### src/rtl/div_unit.sv
// div_unit: sequential 32-step restoring divider for RV32M DIV/DIVU/REM/REMU.
// Latency: fixed; done pulses 33 clocks after the accepting edge (34th cycle counting the start cycle).
// Backpressure: none; start is only sampled in IDLE, so requests made while busy are dropped.
// Ports: clk/rst (sync, active-high); start/op/DataA/DataB/AddrD_in request;
//        busy/done status; DataD/AddrD/RegWEn register bank write port.
module div_unit #(
   parameter int WIDTH_DATA_LENGTH = 32,
   parameter int WIDTH_ADDR_LENGTH = 5
) (
   input  logic                         clk,
   input  logic                         rst,
   input  logic                         start,
   input  logic [1:0]                   op,
   input  logic [WIDTH_DATA_LENGTH-1:0] DataA,
   input  logic [WIDTH_DATA_LENGTH-1:0] DataB,
   input  logic [WIDTH_ADDR_LENGTH-1:0] AddrD_in,
   output logic                         busy,
   output logic                         done,
   output logic [WIDTH_DATA_LENGTH-1:0] DataD,
   output logic [WIDTH_ADDR_LENGTH-1:0] AddrD,
   output logic                         RegWEn
);

   localparam int W  = WIDTH_DATA_LENGTH;
   localparam int CW = $clog2(W);

   typedef enum logic [1:0] {IDLE, CALC, DONE} state_t;

   state_t                 state_q, state_d;
   logic [CW-1:0]          cnt_q, cnt_d;
   logic                   sel_rem_q, sel_rem_d;   // op[1]: remainder wanted
   logic                   qneg_q, qneg_d;         // negate quotient at the end
   logic                   rneg_q, rneg_d;         // negate remainder at the end
   logic [W-1:0]           dvs_q, dvs_d;           // divisor magnitude
   logic [W-1:0]           quo_q, quo_d;           // dividend shifts out, quotient shifts in
   logic [W-1:0]           rem_q, rem_d;           // partial remainder
   logic [W-1:0]           data_q, data_d;
   logic [WIDTH_ADDR_LENGTH-1:0] addr_q, addr_d;

   logic                   a_neg, b_neg;
   logic [W:0]             shifted, trial;
   logic [W-1:0]           step_quo, step_rem, fin_quo, fin_rem;

   // One restoring step. The partial remainder is always below the divisor,
   // so the trial difference fits W bits when non-negative and bit W acts as
   // the borrow. A zero divisor never borrows, yielding an all-ones quotient
   // and a remainder equal to the dividend magnitude.
   always_comb begin
      shifted = {rem_q, quo_q[W-1]};
      trial   = shifted - {1'b0, dvs_q};
      if (!trial[W]) begin
         step_rem = trial[W-1:0];
         step_quo = {quo_q[W-2:0], 1'b1};
      end else begin
         step_rem = shifted[W-1:0];
         step_quo = {quo_q[W-2:0], 1'b0};
      end
      fin_quo = qneg_q ? (~step_quo + 1'b1) : step_quo;
      fin_rem = rneg_q ? (~step_rem + 1'b1) : step_rem;
   end

   always_comb begin
      state_d   = state_q;
      cnt_d     = cnt_q;
      sel_rem_d = sel_rem_q;
      qneg_d    = qneg_q;
      rneg_d    = rneg_q;
      dvs_d     = dvs_q;
      quo_d     = quo_q;
      rem_d     = rem_q;
      data_d    = data_q;
      addr_d    = addr_q;
      a_neg     = ~op[0] & DataA[W-1];
      b_neg     = ~op[0] & DataB[W-1];

      unique case (state_q)
         IDLE: begin
            if (start) begin
               state_d   = CALC;
               cnt_d     = '0;
               sel_rem_d = op[1];
               // Divide-by-zero keeps the unsigned all-ones quotient for DIV too.
               qneg_d    = (a_neg ^ b_neg) & (DataB != '0);
               rneg_d    = a_neg;
               quo_d     = a_neg ? (~DataA + 1'b1) : DataA;
               dvs_d     = b_neg ? (~DataB + 1'b1) : DataB;
               rem_d     = '0;
               addr_d    = AddrD_in;
            end
         end
         CALC: begin
            quo_d = step_quo;
            rem_d = step_rem;
            cnt_d = cnt_q + 1'b1;
            if (cnt_q == CW'(W - 1)) begin
               state_d = DONE;
               data_d  = sel_rem_q ? fin_rem : fin_quo;
            end
         end
         DONE:    state_d = IDLE;
         default: state_d = IDLE;
      endcase
   end

   always_ff @(posedge clk) begin
      if (rst) begin
         state_q   <= IDLE;
         cnt_q     <= '0;
         sel_rem_q <= 1'b0;
         qneg_q    <= 1'b0;
         rneg_q    <= 1'b0;
         dvs_q     <= '0;
         quo_q     <= '0;
         rem_q     <= '0;
         data_q    <= '0;
         addr_q    <= '0;
      end else begin
         state_q   <= state_d;
         cnt_q     <= cnt_d;
         sel_rem_q <= sel_rem_d;
         qneg_q    <= qneg_d;
         rneg_q    <= rneg_d;
         dvs_q     <= dvs_d;
         quo_q     <= quo_d;
         rem_q     <= rem_d;
         data_q    <= data_d;
         addr_q    <= addr_d;
      end
   end

   assign busy   = (state_q != IDLE);
   assign done   = (state_q == DONE);
   assign RegWEn = (state_q == DONE) && (addr_q != '0);
   assign DataD  = data_q;
   assign AddrD  = addr_q;

endmodule

### config.mk
export PLATFORM = sky130hd
export DESIGN_NAME = div_unit
export DESIGN_NICKNAME = d
export VERILOG_FILES = /design/src/rtl/div_unit.sv
export SDC_FILE = /design/constraint.sdc
export NUM_CORES = 1
export LEC_CHECK = 0
export BUFFER_PORTS_ARGS = -buffer_cell sky130_fd_sc_hd__buf_2
export CELL_PAD_IN_SITES_DETAIL_PLACEMENT = 0
export CELL_PAD_IN_SITES_GLOBAL_PLACEMENT = 1
export CORE_MARGIN = 2
export CORE_UTILIZATION = 48
export CTS_CLUSTER_SIZE = 24
export DETAILED_ROUTE_END_ITERATION = 16
export PLACE_DENSITY_LB_ADDON = 0.1
export SYNTH_ARGS = -nofsm -noshare
export SYNTH_HDL_FRONTEND = slang
export SYNTH_SLANG_ARGS = --single-unit
### constraint.sdc
create_clock -name clk -period 11.6 [get_ports clk]
set_clock_uncertainty 0.15 [all_clocks]
set_input_delay 0 -clock clk [delete_from_list [all_inputs] [get_ports clk]]
set_output_delay 0 -clock clk [all_outputs]
set_load 0.01 [all_outputs]
Word level (Yosys, flattened, before mapping):

Cells that the tools add are included.

* output and inout bits: 40
* logic and storage cells: 56
* bits of input ports: 74
* bits in registers: 143

* add/subtract/negate cells: 6
* equality and inequality tests: 5
* bitwise operators: 9
* mux-type cells: 16
* reduce and logical (&&, ||, !) cells: 10

Operator list (number)
* $mux W32: 8
* $add A32 B1 Y32 const B: 4
* $not A32 Y32: 4
* $pmux W32 S2: 2
* $sub A33 B32 Y33: 1
* $reduce_bool A32 Y1: 1
* $pmux W5 S2: 1
* $reduce_and A2 Y1: 4
* $add A5 B1 Y5 const B: 1
* $eq A5 B5 Y1 const B: 1
* $mux W5: 1
* $reduce_bool A5 Y1: 1
* $mux W2: 2
* $ne A2 B2 Y1 const B: 2
* $pmux W2 S2: 1
* $reduce_bool A2 Y1: 2
* $and A1 B1 Y1: 3
* $eq A2 B1 Y1 const B: 1
* $eq A2 B2 Y1 const B: 1
* $logic_not A2 Y1: 1
* $logic_and A1 B1 Y1: 1
* $mux W1: 1
* $not A1 Y1: 1
* $xor A1 B1 Y1: 1

Logic depth before layout (Yosys ltp):

* depth after elaboration: 6
* mapped depth: 26
* mapped depth without buffers: 23

Least setup slack after synthesis:

Ideal clock, no wire load.

* path type: flip-flop to flip-flop
* start: register quo_q[31]
* end: register data_q[26] (netlist: DataD[26])
* arrival time: 4.754 ns
* cell stages (with the launch flop): 25
* setup time: 0.116 ns
* slack: 6.580 ns
* path buffers: 3
* cell sequence: dfxtp_1 inv_1 ha_1 fa_1 nor2b_4 o31a_4 o211ai_4 o21ai_2 a31oi_4 xnor2_4 inv_2 buf_4 buf_2 buf_2 a21oi_1 ha_1 nand4_1 or4_1 nor4_1 nand2_1 a21o_1 o31ai_1 xor2_1 a21oi_1 a31o_2

* longest elaborated chain between the ends: 6
* elaborated cells between the ends (all ways): 10

Ends and longest elaborated chain
* from (decl): line 35 `logic [W-1:0] quo_q, quo_d;`
* from (signal assigned): line 124 `quo_q <= quo_d;`
* $sub A33 B32 Y33: line 50 `trial = shifted - {1'b0, dvs_q};`
* $mux W1 or $mux W32 (tied branches): line 51 `if (!trial[W]) begin`
* $not A32 Y32 (on tied branches): line 58, 59
* $add A32 B1 Y32 (on tied branches): line 58, 59
* $mux W32 (on tied branches): line 58, 59
* $mux W32 (*): line 97 `data_d = sel_rem_q ? fin_rem : fin_quo;`
* to (signal assigned): line 126 `data_q <= data_d;`
* to (decl): line 37 `logic [W-1:0] data_q, data_d;`

Every way passes the cells marked *; elsewhere a longest branch is shown, timed or not.
A chain may end at the register's enable or synchronous reset.

Worst setup path after layout:

* start: register dvs_q[25]
* end: register data_q[26] (netlist: DataD[26])

* longest elaborated chain between the ends: 6
* elaborated cells between the ends (all ways): 10

Ends and longest elaborated chain
* from (decl): line 34 `logic [W-1:0] dvs_q, dvs_d;`
* from (signal assigned): line 123 `dvs_q <= dvs_d;`
* $sub A33 B32 Y33 (*): line 50
* $mux W1 or $mux W32 (tied branches): line 51
* $not A32 Y32 (on tied branches): line 58, 59
* $add A32 B1 Y32 (on tied branches): line 58, 59
* $mux W32 (on tied branches): line 58, 59
* $mux W32 (*): line 97

Marks and branches as above.

==> reports/qor.txt <==
Vias: 11600
Synth cell types: 82
Core area: 22500 sq um
CP delay by family, top: compound AO/OA/AOI/OAI gates
Total power: 2.224 mW
Post-CTS Hold Buffers: 105
Sequential share of the synthesized area: 26.11%
Pwr per Cell Area: 167.8 nW/um^2
IO buf count: 113
Final Hold Fails: 0
Synthesized area: 10960 sq um
Initial Util: 48.72%
Post-CTS Setup Bufs: 0
Rel. slew slack: 33.52%
First-pass GRT wire length: 58.25 mm
Clock sink count: 143
Clock Latency Late Sink: 430 ps
CTS buffer count: 17
Worst setup SP type: register
Detail Route Antenna Nets: 0
Syn Nets: 1612
Critical path, cell by cell: inv_1 > ha_1 > a21oi_1 > o21ai_0 > a221oi_1 > o21ai_1 > a31oi_4 > xnor2_4 > buf_4 > inv_2 > nand2_1 > o21ai_0 > inv_1 > ha_1 > nand4_1 > or4_1 > nor4_1 > nand2_1 > a21o_1 > o31ai_1 > xor2_1 > a21oi_1 > a31o_2
Asr flop ratio synth: 0%
Crit path capture: DataD[26]
Yosys top cell area share: 26.11%
Layout cells sized above 1: 11.75%
Worst hold path class: in -> reg
All-Layer GR Usage: 30.82%
H-tree lvl count: 4
Slowest stage delay, CP: 470 ps
Final period util: 51.33%
Die height: 155.1 um
Die Wd: 155.1 um
Critical R2R Capture: DataD[26]
Slew @ Worst Pin: 995.1 ps
First DRT Iteration DRCs: 974
Post-synthesis register bit count: 143
Critical path class: reg -> reg
Routed len/inst: 18.95 um
Root Buffer: clkbuf_16
Final slew viol count: 0
Leak: 5.332 nW
Post-DP HPWL: 27.21 mm
Largest net degree at the start of global routing: 81
Dominant synthesized flop cell: dfxtp_1
Reg-to-reg startpoint: dvs_q[25]
Gr ovfl total: 0
Minimum clock period: 5954 ps
Synthesis-to-finish area growth: 20.87%
Final setup fails: 0
Critical path arrival: 6130 ps
Post-synth EDFFs: 0
Clock Pin Slew Worst Setup and Hold Paths: 70 ps
RSZ-0062 raised after global routing: no
WHS Path Cells: 2
Wirelength, routed: 37.00 mm
FP Rows: 55
Post_cts resized: 0
Detailed Routing Iterations Pass 1: 5
Buf/Inv on CP: 4
Area contributors post-synth: dfxtp_1 26%, a21oi_1 6.6%, nand2_1 6.1%, nor2_1 5.5%, xnor2_1 5.0%
Max Fanout on Critical Path: 51
Antenna cells: 0
Vias in the first global route: 10700
Post-synthesis area per instance: 7.314 sq um
Setup_tns: 0 ps
Syn Inst Count: 1499
NumNets Final: 1769
DR DRC count: 0
Logic depth of the worst path, buffers included: 23
CTS tree: built
Worst EP required: 11770 ps
Initial antenna violation count: 0
Worst R2R Path Depth: 23
Placer congestion estimate: 0.9332
Vias per cell: 5.938
Slowest cell on the critical path: buf_4
Flop-to-flop setup slack: 5650 ps
Critical Path End Type: register
Max-cap viol count: 0
I/O pin count: 114
Synth warn: 0
Maximum resistive drop on vdd: 0.09679 mV
Fmax: 168.0 MHz
Area leader, netlist: dfxtp_1
Die area: 24070 sq um
Critical Path Source: dvs_q[25]
Max Root-Sink Buffers: 2
Outcome: completed
Hold Path Origin: rst
[per-layer routing]
layer	track usage, %	up-vias	wire (um)
met1	43.44	5411	17290
met2	47.72	408	16290
met4	10.98	0	1038
met3	4.875	62	2375
li1	-	5716	-
met5	0	-	0
[cells by family after synthesis]
group	after synthesis	synth area share, %
buf+inv	149	5.443
fa+ha+maj	39	4.519
flops	143	26.11
simple gates	558	24.32
compound gates	460	27.14
xor+xnor	125	10.16
mux	25	2.317
[through the flow]
stage               hold WS [ps]  setup WS (ps)  instances  util, %  area [sq um]
floorplan                 -27.29           6580       1499        -         10960
global placement           93.31           5877       1817    51.60         11610
detailed placement         97.05           5746       1817    51.60         11610
CTS                        13.70           5710       1953    58.89         13250
global route               35.69           5220       1953    58.89         13250
finish                     14.40           5646       1953    58.89         13250
[cells in the mapped netlist (all sizes together), types with 18 or more instances]
master / instances
dfxtp: 143
a22oi: 38
a31oi: 24
inv: 57
ha: 38
nand3: 36
buf: 22
nor3: 42
nor2: 160
mux2i: 22
a211oi: 45
nand2b: 20
clkbuf: 70
or3: 18
xnor2: 64
o31ai: 19
xor2: 61
and3: 19
o21ai: 89
nand2: 178
a21oi: 146
[worst reg2reg max path, cell delays in order (launching register included)]
cell      delay [ps]
dfxtp_1          330
inv_1             50
ha_1             370
a21oi_1          170
o21ai_0          210
a221oi_1         400
o21ai_1          180
a31oi_4          260
xnor2_4          140
buf_4            470
inv_2            490
nand2_1          170
o21ai_0          150
inv_1            110
ha_1             240
nand4_1          130
or4_1            470
nor4_1           190
nand2_1           80
a21o_1           270
o31ai_1          320
xor2_1           200
a21oi_1           90
a31o_2           230
[worst min path at each step]
stage	endpoint	slack, ps
final	DataD[5]	10
after global routing	cnt_q[0]	40
after CTS	cnt_q[0]	10
after detailed placement	AddrD[1]	100
after global placement	AddrD[1]	90
after floorplan	state_q[1]	-30
[registers in the layout (all words and copies together) (netlist names)]
| name | cells |
|---|---|
| AddrD | 5 |
| DataD | 32 |
| cnt_q | 5 |
| dvs_q | 32 |
| qneg_q | 1 |
| quo_q | 32 |
| rem_q | 32 |
| rneg_q | 1 |
| sel_rem_q | 1 |
| state_q | 2 |
[final cells by class]
type                    count  area [sq um]
well taps                 285         356.6
flip-flops and latches    143          2863
clock buffers              18         439.2
repair buffers            230          1709
multi-input cells        1207          7520
inverters                  57         214.0
clock inverters            13         151.4
fillers                  2125          9250
[cell usage in the layout (no fill, tap or decap), drive strengths merged, types with 5 or more instances in the layout]
master / Yosys / layout
nand2: 178 / 178
nor2: 160 / 160
a21oi: 146 / 146
dfxtp: 143 / 143
buf: 22 / 125
dlygate4sd3: 0 / 105
o21ai: 89 / 89
xnor2: 64 / 64
inv: 57 / 63
xor2: 61 / 61
a211oi: 45 / 45
nor3: 42 / 42
ha: 38 / 38
a22oi: 38 / 38
nand3: 36 / 36
a31oi: 24 / 24
mux2i: 22 / 22
nand2b: 20 / 20
and3: 19 / 19
o31ai: 19 / 19
or3: 18 / 18
clkbuf: 70 / 18
nor4: 16 / 16
nand4: 15 / 15
and2: 14 / 14
o211ai: 13 / 13
a21o: 13 / 13
o41ai: 10 / 10
o21a: 9 / 9
nor2b: 9 / 9
or4: 8 / 8
o21bai: 6 / 6
a311oi: 6 / 6
a221oi: 5 / 5
nand3b: 5 / 5
or2: 5 / 5
a41oi: 5 / 5
[power by group]
group	internal (mW)	switching, mW	total [mW]
sequential	0.523	0.0399	0.562
clock	0.326	0.238	0.564
combinational	0.410	0.687	1.10
total	1.26	0.966	2.22
Power figures use the tool's default switching activity.
